## src/rtl/fetch_queue.sv

```systemverilog
// fetch_queue: sequential fetcher with one outstanding request and a PC/word FIFO.
// Define FETCH_QUEUE_BYPASS_EN to forward a response straight to the core when empty.
module fetch_queue #(
  parameter int          DEPTH    = 4,
  parameter logic [31:0] RESET_PC = 32'h0000_0000
) (
  input  logic        clk,
  input  logic        areset,
  output logic        mem_req,
  output logic [31:0] mem_addr,
  input  logic        mem_rvalid,
  input  logic [31:0] mem_rdata,
  input  logic        redirect_valid,
  input  logic [31:0] redirect_pc,
  output logic        instr_valid,
  input  logic        instr_ready,
  output logic [31:0] instr,
  output logic [31:0] instr_pc
);
  localparam int AW = $clog2(DEPTH);

  typedef enum logic [1:0] {IDLE, WAIT, DROP} state_t;

  state_t        state;
  logic [31:0]   fetch_pc;
  logic [31:0]   req_pc;
  logic [31:0]   pc_q   [DEPTH];
  logic [31:0]   word_q [DEPTH];
  logic [AW-1:0] rd_ptr;
  logic [AW-1:0] wr_ptr;
  logic [AW:0]   count;

  logic head_valid;
  logic rsp_ok;
  logic take;
  logic push;
  logic pop;
  logic slot_free;
  logic can_issue;
  logic unused_pc_bits;

  assign unused_pc_bits = ^redirect_pc[1:0];

  assign head_valid = count != '0;
  assign rsp_ok     = state == WAIT && mem_rvalid && !redirect_valid;
  assign pop        = head_valid && instr_ready && !redirect_valid;

`ifdef FETCH_QUEUE_BYPASS_EN
  logic bypass;
  assign bypass      = rsp_ok && !head_valid && !areset;
  assign take        = bypass && instr_ready;
  assign instr_valid = head_valid || bypass;
  assign instr       = bypass ? mem_rdata : word_q[rd_ptr];
  assign instr_pc    = bypass ? req_pc : pc_q[rd_ptr];
`else
  assign take        = 1'b0;
  assign instr_valid = head_valid;
  assign instr       = word_q[rd_ptr];
  assign instr_pc    = pc_q[rd_ptr];
`endif

  assign push = rsp_ok && !take;

  // a pop this cycle does not free a slot for the issue decision
  assign slot_free = (count + (AW+1)'(push)) < (AW+1)'(DEPTH);
  assign can_issue = state == IDLE || mem_rvalid;

  assign mem_req  = !areset && !redirect_valid && can_issue && slot_free;
  assign mem_addr = fetch_pc;

  always_ff @(posedge clk) begin
    if (areset) begin
      state    <= IDLE;
      fetch_pc <= RESET_PC;
      req_pc   <= '0;
      count    <= '0;
      rd_ptr   <= '0;
      wr_ptr   <= '0;
      for (int i = 0; i < DEPTH; i++) begin
        pc_q[i]   <= '0;
        word_q[i] <= '0;
      end
    end else if (redirect_valid) begin
      fetch_pc <= {redirect_pc[31:2], 2'b00};
      count    <= '0;
      rd_ptr   <= '0;
      wr_ptr   <= '0;
      if (state == WAIT && !mem_rvalid) begin
        state <= DROP;
      end else if (state != IDLE && mem_rvalid) begin
        state <= IDLE;
      end
    end else begin
      if (mem_req) begin
        fetch_pc <= fetch_pc + 32'd4;
        req_pc   <= fetch_pc;
        state    <= WAIT;
      end else if (state != IDLE && mem_rvalid) begin
        state <= IDLE;
      end
      if (push) begin
        pc_q[wr_ptr]   <= req_pc;
        word_q[wr_ptr] <= mem_rdata;
        wr_ptr         <= wr_ptr + AW'(1);
      end
      if (pop) begin
        rd_ptr <= rd_ptr + AW'(1);
      end
      count <= count + (AW+1)'(push) - (AW+1)'(pop);
    end
  end

endmodule

```

## config.mk

```make
export PLATFORM = sky130hd
export DESIGN_NAME = fetch_queue
export DESIGN_NICKNAME = d
export VERILOG_FILES = /design/src/rtl/fetch_queue.sv
export SDC_FILE = /design/constraint.sdc
export NUM_CORES = 1
export LEC_CHECK = 0
export ABC_CLOCK_PERIOD_IN_PS = 4900
export CAP_MARGIN = 5
export CELL_PAD_IN_SITES_DETAIL_PLACEMENT = 0
export CELL_PAD_IN_SITES_GLOBAL_PLACEMENT = 2
export CORE_UTILIZATION = 30
export DETAILED_ROUTE_END_ITERATION = 6
export PLACE_DENSITY_LB_ADDON = 0.1
export SLEW_MARGIN = 20
export SYNTH_ARGS = -nofsm -noshare
export SYNTH_HDL_FRONTEND = slang
export SYNTH_SLANG_ARGS = --single-unit
```

## constraint.sdc

```tcl
create_clock -name clk -period 4.9 [get_ports clk]
set_input_delay 0.98 -clock clk [delete_from_list [all_inputs] [get_ports clk]]
set_output_delay 0.98 -clock clk [all_outputs]
set_load 0.1 [all_outputs]
```

-- Yosys cells after proc, flatten, opt, wreduce, memory -nomap -nowiden
Memory sizes are Yosys's and may differ from the RTL's. A register that Yosys moved wholly into a read port is not among the register bits.
Cells that the tools add are included.
W data, S select, Z words.
- add/sub/neg operators: 5
- $mul: 0
- divide/modulo/power cells: 0
- $lt $le $gt $ge: 1
- eq/ne operators: 1
- shift operators: 0
- muxes and demuxes: 22
- bitwise logic cells: 1
- reductions and logical operators: 21
- operators by type and width (kind ; number):
    $mux W32 ; 4
    $reduce_or A32 Y1 ; 2
    $add A32 B3 Y32 const B ; 1
    $mux W2 ; 10
    $logic_and A1 B1 Y1 ; 9
    $mux W1 ; 8
    $add A2 B1 Y2 const B ; 2
    $reduce_bool A2 Y1 ; 2
    $add A3 B1 Y3 ; 1
    $logic_not A1 Y1 ; 3
    $lt A3 B3 Y1 const B ; 1
    $reduce_bool A3 Y1 ; 1
    $sub A3 B1 Y3 ; 1
    $eq A2 B1 Y1 const B ; 1
    $logic_not A2 Y1 ; 1
    $reduce_and A2 Y1 ; 1
    $reduce_or A2 Y1 ; 1
    $logic_or A1 B1 Y1 ; 1
    $not A1 Y1 ; 1
- bits in registers: 73
- bits in latches: 0
- bits in writable memories: 256
- bits in read-only memories: 0
- input bits: 69
- output and inout port bits: 98
- word-level logic and storage cells: 60
- memories: 2
- memories (name ; depth ; bits a word ; read ports ; clocked after memory_dff ; wr ports ; line ; source):
    pc_q ; 4 ; 32 ; 1 ; 1 ; 4 ; 27 ; logic [31:0] pc_q [DEPTH];
    word_q ; 4 ; 32 ; 1 ; 1 ; 4 ; 28 ; logic [31:0] word_q [DEPTH];

-- Logic depth before layout (Yosys ltp)
Gate-level depths: netlist of the first run.
- depth in word-level cells: 9
- depth in mapped cells: 13
- depth with buffers taken out: 10

-- Least setup slack after synthesis of the first run
Ideal clock, no wire load.
- path type: input port to output port
- start: input redirect_valid
- end: output mem_req
- data arrival time: 2.914 ns
- required time: 3.920 ns
- setup slack: 1.006 ns
- cell stages on the path: 11
- buffers on the path: 4
- cells stage by stage: clkbuf_1 nor2_1 ha_1 ha_1 xnor2_4 and2_1 buf_4 nand2b_1 buf_2 inv_2 buf_4
- longest elaborated chain between the ends: 5
- elaborated cells on any way between the ends: 7
- classes of those cells: add/sub: 1; order compare: 1; reduce/logical: 5
- ends and longest elaborated chain (element ; line ; source):
    from (decl) ; 13 ; input logic redirect_valid,
    $logic_not A1 Y1 ; 45 ; assign rsp_ok = state == WAIT && mem_rvalid && !redirect_valid;
    $logic_and A1 B1 Y1 ; 45 ;
    named net push ; 36 ; logic push;
    $add A3 B1 Y3 ; 65 ; assign slot_free = (count + (AW+1)'(push)) < (AW+1)'(DEPTH);
    $lt A3 B3 Y1 ; 65 ;
    $logic_and A1 B1 Y1 ; 68 ; assign mem_req = !areset && !redirect_valid && can_issue && slot_free;
    to (decl) ; 9 ; output logic mem_req,
The timed path passes the listed nets, and every way through them passes these cells.

-- Worst setup path after layout of the first run
- start: input mem_rvalid
- end: output mem_req
- longest elaborated chain between the ends: 5
- elaborated cells on any way between the ends: 7
- classes of those cells: add/sub: 1; order compare: 1; reduce/logical: 5
- ends and longest elaborated chain (element ; line ; source):
    from (decl) ; 11 ; input logic mem_rvalid,
    $logic_and A1 B1 Y1 (2 in a row) ; 45 ;
    named net push ; 36 ;
    $add A3 B1 Y3 ; 65 ;
    $lt A3 B3 Y1 ; 65 ;
    $logic_and A1 B1 Y1 ; 68 ;
The timed path passes the listed nets, and every way through them passes these cells.

==> impl_metrics.csv, run 1 <==
group,metric,value,unit
outcome,outcome,"completed",
sta,finalSetupViolations,0,
floorplan,std_cell_rows,78,
detailed_routing,via_count,8625,
detailed_routing,drt_iter0_drc,476,
synth,synthTopCellsByCount,"edfxtp_1 (248), nor2_1 (130), nand2_1 (110), and3_1 (92), dfxtp_1 (71)",
synth,synth-seq-cells,319,
job,max_cap_violations,0,
synth,dominantRegCellSynth,"edfxtp_1",
synth,synth_most_common_cell,"edfxtp_1",
sta,drv_slew,0,
synth,synthTopCellsByArea,"edfxtp_1 (54%), dfxtp_1 (10%), mux4_2 (10%), and3_1 (4.2%), nor2_1 (3.5%)",
power_and_ir_drop,power_density,373,nW/um^2
cells_and_area,syn_to_final_growth,24.8,%
detailed_routing,wl_per_cell,20.7,microns
cts,cts_max_path_buffers,3,
floorplan,die_w,217,microns
setup_path,critPathLaunchType,"primary input",
detailed_routing,routed_wirelength,37800,microns
sta,finalSetupTns,0,ns
synth,synthArstFlopShare,0,%
place,dpl.hpwl,21600,microns
power_and_ir_drop,p_leak,6.55,nW
synth,synth_edf_count,248,
cts,cts_root_buf,"clkbuf_16",
cts,path_clk_slew,0.06,ns
place,dpl_worst_slack,0.820,ns
floorplan,initial_core_util,30.5,%
min_path,hold_class,"register to register",
cells_and_area,diodes,0,
global_routing,grt_pass1_wl,57600,microns
setup_path,worstPathRequired,3.92,ns
floorplan,coreArea,45400,sq um
cts,cts_tree,"yes",
cts,cts.htree.levels,2,
detailed_routing,wl_met1,17200,microns
setup_path,cp-end-kind,"output port",
cts,cts_setup_buffers,0,
synth,syn_inst,1049,
detailed_routing,drtAntennaViolNets,0,
synth,ys_warn_count,0,
cts,cts_resized,0,
synth,ys_seq_area_share,64.2,%
setup_path,worstSetupPathType,"primary input to output port",
cells_and_area,fin_util,38.0,%
cells_and_area,final_cell_area,17300,sq um
sta,hold_viol_final,0,
detailed_routing,drc,0,
synth,netlist.top_cell.by_area,"edfxtp_1",
sta,whs,0.460,ns
setup_path,cp_max_fo,6,
detailed_routing,top_layer_used,"met5",
cts,clock-sinks,319,
synth,netlist.area_leader.share,53.9,%
synth,mappedNetlistArea,13800,sq um
sta,worstMarginPinSlew,1.07,ns
sta,worst_slack,0.820,ns
global_routing,grt_usage,16.4,%
place,post_dp_cell_area,16100,sq um
sta,slew_headroom,28.4,%
detailed_routing,wl_met3,1980,microns
global_routing,grt_max_degree,147,
sta,fmax,245,MHz
synth,yosys.cell_types.count,51,
cts,clk-insertion-delay-late,0.55,ns
sta,skew,0.0142,ns
global_routing,antenna_found_initial,2,
floorplan,ioPinCount,167,
detailed_routing,routed-wl-met2,17800,microns
power_and_ir_drop,peakVddDrop,0.225,mV
synth,avgSynthCellArea,13.2,sq um
cells_and_area,layout-drive-gt1-share,14.3,%
cts,hold_buffers,0,
detailed_routing,via_per_inst,4.74,
floorplan,dieArea,46900,sq um
sta,finalCritPeriodShare,83.3,%
cts,cts-buffers-inserted,39,
place,io_buffers,160,
place,globalplace.congestion,0.707,
detailed_routing,firstDrtPassIters,5,
setup_path,arrival,3.10,ns
floorplan,die_y,217,microns
sta,post-route-min-period,4.08,ns
sta,rsz0062_at_grt,"false",
cells_and_area,nNetsFinal,1269,
global_routing,grt_pass1_vias,9080,
global_routing,grt-ovfl-total,0,
==> cells by family (layout without fill, tap and decap cells) <==
family / count (synthesis) / after routing / synth area share (%)
compound gates: 59 / 59 / 2.84
xor+xnor: 30 / 30 / 2.04
fa+ha+maj: 5 / 5 / 0.453
buf+inv: 124 / 292 / 3.79
flops: 319 / 319 / 64.2
mux: 63 / 63 / 10.2
other cells: 1 / 4 / 0.0271
simple gates: 448 / 448 / 16.5
==> path summary, 6_finish.rpt <==
kind / start / to / slack (ns) / cells after the start
hold / removal: req_pc[2]$_SDFFE_PP0P_ / req_pc[2]$_SDFFE_PP0P_ / 0.46 / 2
setup reg to reg: state[1]$_SDFF_PP0_ / mem_addr[13]$_SDFFE_PP0P_ / 2.00 / 10
hold reg to reg: req_pc[2]$_SDFFE_PP0P_ / req_pc[2]$_SDFFE_PP0P_ / 0.46 / 2
setup / recovery: mem_rvalid / mem_req / 0.82 / 11
==> metal layers <==
metal	GRT usage (%)	vias up
met2	26.4	201
met4	5.05	4
li1	-	4094
met5	0	-
met1	21.9	4271
met3	3.54	55
==> through the flow <==
| stage | cells | power, W |
|---|---|---|
| 2_1_floorplan | 1052 | 0.00358 |
| 5_1_grt | 1820 | 0.00666 |
| 3_3_place_gp | 1754 | 0.00382 |
| 3_5_place_dp | 1754 | 0.00382 |
| 4_1_cts | 1820 | 0.00654 |
| 6_report | 1820 | 0.00643 |
==> flip-flops by register name (all words and copies together) (netlist names), named ones only <==
signal and count:
word_q 128, pc_q 120, mem_addr 30, req_pc 30, count 3, rd_ptr 2, state 2, wr_ptr 2
==> area by class of cell <==
type / instances / area [sq um]
Inverter: 43 / 161
Timing Repair Buffer: 183 / 1840
Clock inverter: 13 / 103
Fill cell: 4412 / 28100
Sequential cell: 319 / 8880
Multi-Input combinational cell: 609 / 4460
Clock buffer: 53 / 1060
Tap cell: 600 / 751
==> cells in the final DEF, fill, tap and decap left out, types with 5 or more instances in the layout <==
master and n:
and2_1 35, inv_1 42, dfxtp_1 69, nor3_2 6, edfxtp_1 248, a31oi_1 5, nor3_1 12, and3_1 92
a21oi_1 10, mux4_2 62, clkbuf_16 40, xnor2_1 23, buf_12 9, nand2_1 110, ha_1 5, o22ai_1 10
buf_4 30, clkdlybuf4s50_1 143, clkinv_2 5, nor2_1 129, xor2_1 6, nand3b_1 30, nand3_1 9, clkbuf_1 12
a211oi_1 12
==> power by group <==
part	leakage [nW]	switching, W	internal, W
logic	2.84	0.000485	0.000188
clock network	0.566	0.00111	0.00156
registers	3.15	0.0000655	0.00301
==> critical path: stages <==
cell and delay (ns):
clkdlybuf4s50_1 0.52, nand3b_1 0.22, nor2_1 0.15, buf_4 0.16
ha_1 0.15, ha_1 0.24, xnor2_4 0.14, and2_1 0.18
nand2b_1 0.09, inv_2 0.09, buf_12 0.17
(Power assumes the default switching activity.)
==> run 2, diff against run 1 <==
ABC_CLOCK_PERIOD_IN_PS = 3760   (was 4900)
clock period = 3.76 ns   (was 4.9 ns; I/O delays follow)
==> run 2 against run 1 <==
Against the previous run: global-route usage decreased by 0.18 points; first-iteration DRC count increased by 25%; clock skew increased by 0.0010 ns; critical endpoint unchanged; register-to-register slack got worse by 0.70 ns; utilization increased by 0.066 points; non-clock buffer count increased by 8; final area increased by 0.17%; clock power increased by 36%; hold slack improved by 0.012 ns; routed wire length increased by 0.26%; setup slack got worse by 0.55 ns; die area unchanged.
==> impl_metrics.csv, run 2 (synthesized netlist as in run 1, its figures left out) <==
group,metric,value,unit
cts,cts-buffers-inserted,38,
setup_path,path_cells,"clkdlybuf4s50_1 > nand3b_1 > nor2_1 > ha_1 > ha_1 > xnor2_4 > and2_1 > nand2b_1 > inv_2 > buf_12",
detailed_routing,via_per_inst,4.75,
detailed_routing,routed_wirelength,37900,microns
cts,cts_root_buf,"clkbuf_16",
setup_path,worstSetupPathType,"primary input to output port",
sta,hold_viol_final,0,
global_routing,grt_usage,16.2,%
sta,fmax,287,MHz
sta,finalSetupViolations,0,
power_and_ir_drop,peakVddDrop,0.234,mV
global_routing,grt-ovfl-total,0,
cts,hold_buffers,0,
setup_path,critPathLaunchType,"primary input",
cells_and_area,top_regs,"word_q: 128 flops, pc_q: 120 flops",
floorplan,ioPinCount,167,
cells_and_area,layout_common_cells,"edfxtp_1 (248), nor2_1 (129), nand2_1 (110), and3_1 (92), clkdlybuf4s50_1 (91)",
min_path,hold_class,"register to register",
sta,slew_headroom,27.1,%
cells_and_area,top_register,"word_q",
sta,worstMarginPinSlew,1.09,ns
cts,cts_resized,0,
place,globalplace.congestion,0.702,
sta,finalSetupTns,0,ns
cells_and_area,fin_util,38.1,%
cells_and_area,largest_reg_flops,128,
cts,clock-sinks,319,
cts,cts_setup_buffers,0,
outcome,outcome,"completed",
place,io_buffers,160,
setup_path,critPathBufInv,3,
detailed_routing,wl_per_cell,20.7,microns
global_routing,antenna_found_initial,1,
global_routing,grt_pass1_wl,57000,microns
sta,drv_slew,0,
sta,finalCritPeriodShare,92.8,%
floorplan,initial_core_util,30.5,%
global_routing,grt_pass1_vias,8982,
setup_path,cp_top_family,"buffers and inverters",
sta,rsz0062_at_grt,"false",
detailed_routing,drt_iter0_drc,597,
power_and_ir_drop,power_density,494,nW/um^2
setup_path,crit_slowest_cell,"clkdlybuf4s50_1",
setup_path,cp_max_fo,4,
power_and_ir_drop,p_leak,6.72,nW
setup_path,cpMostUsedCell,"ha_1",
floorplan,die_w,217,microns
setup_path,arrival,2.74,ns
cts,path_clk_slew,0.06,ns
floorplan,std_cell_rows,78,
place,dpl.hpwl,22200,microns
setup_path,cpPeakStageDelay,0.59,ns
cts,clk-insertion-delay-late,0.53,ns
sta,skew,0.0153,ns
floorplan,coreArea,45400,sq um
cts,cts.htree.levels,2,
floorplan,die_y,217,microns
sta,post-route-min-period,3.49,ns
setup_path,worstPathRequired,3.01,ns
setup_path,cp-end-kind,"output port",
global_routing,grt_max_degree,147,
cts,cts_tree,"yes",
detailed_routing,via_count,8697,
cells_and_area,final_common_cell,"edfxtp_1",
cells_and_area,layout-drive-gt1-share,19.7,%
cells_and_area,nNetsFinal,1276,
detailed_routing,drtAntennaViolNets,0,
cts,cts_max_path_buffers,3,
job,max_cap_violations,0,
detailed_routing,firstDrtPassIters,5,
detailed_routing,drc,0,
floorplan,dieArea,46900,sq um
cells_and_area,syn_to_final_growth,25.0,%
[run 2: changes by cell type in the layout (fill, tap and decap cells not counted), moves of 2 or more]
cell             delta
clkbuf_1            -4
buf_12              +2
clkdlybuf4s50_1    -52
clkinv_2            +5
buf_4              +58
clkbuf_8            +2
[run 2: report_power, final]
| group | leakage (nW) | internal (W) | switching [W] |
|---|---|---|---|
| sequential | 3.15 | 0.00393 | 0.0000881 |
| combinational | 2.96 | 0.000243 | 0.000634 |
| clock | 0.613 | 0.00218 | 0.00146 |
[run 2: layout make-up]
cell class,count,area (sq um)
Antenna cell,1,2.50
Clock buffer,52,1100
Clock inverter,17,138
Fill cell,4399,28100
Inverter,43,161
Multi-Input combinational cell,609,4460
Sequential cell,319,8880
Tap cell,600,751
Timing Repair Buffer,191,1800
[run 2: worst reg2reg max path, cell delays in order, from the launching register on]
cell and delay, ns:
dfxtp_1 0.34, nand3b_1 0.18, nor2_1 0.17, ha_1 0.18, ha_1 0.24, xnor2_4 0.14
buf_4 0.20, nand4_2 0.10, buf_4 0.22, nor3_1 0.27, xnor2_1 0.10, a211oi_1 0.23
[run 2: path summary, 6_finish.rpt]
check / start / end / slack [ns] / cells past startpoint
hold reg to reg: req_pc[31]$_SDFFE_PP0P_ / req_pc[31]$_SDFFE_PP0P_ / 0.47 / 2
setup / recovery: mem_rvalid / mem_req / 0.27 / 10
setup reg to reg: state[1]$_SDFF_PP0_ / mem_addr[17]$_SDFFE_PP0P_ / 1.30 / 11
hold / removal: req_pc[31]$_SDFFE_PP0P_ / req_pc[31]$_SDFFE_PP0P_ / 0.47 / 2
[run 2: through the flow]
step                      instance area, sq um  total power (W)  hold WS (ns)  cells  worst slack [ns]
after floorplan                          13800          0.00467         0.437   1052             0.207
after global routing                     17300          0.00885         0.483   1831             0.152
final                                    17300          0.00854         0.472   1832             0.272
after detailed placement                 16000          0.00498         0.465   1762             0.291
after CTS                                17300          0.00867         0.474   1831             0.262
after global placement                   16000          0.00498         0.463   1762             0.285
[run 2: metal layers]
layer	track usage, %	up-vias	part of all wire (%)
met5	0	-	0
li1	-	4119	-
met2	26.9	202	48
met4	3.90	0	1.6
met3	3.23	40	4.9
met1	21.6	4336	45
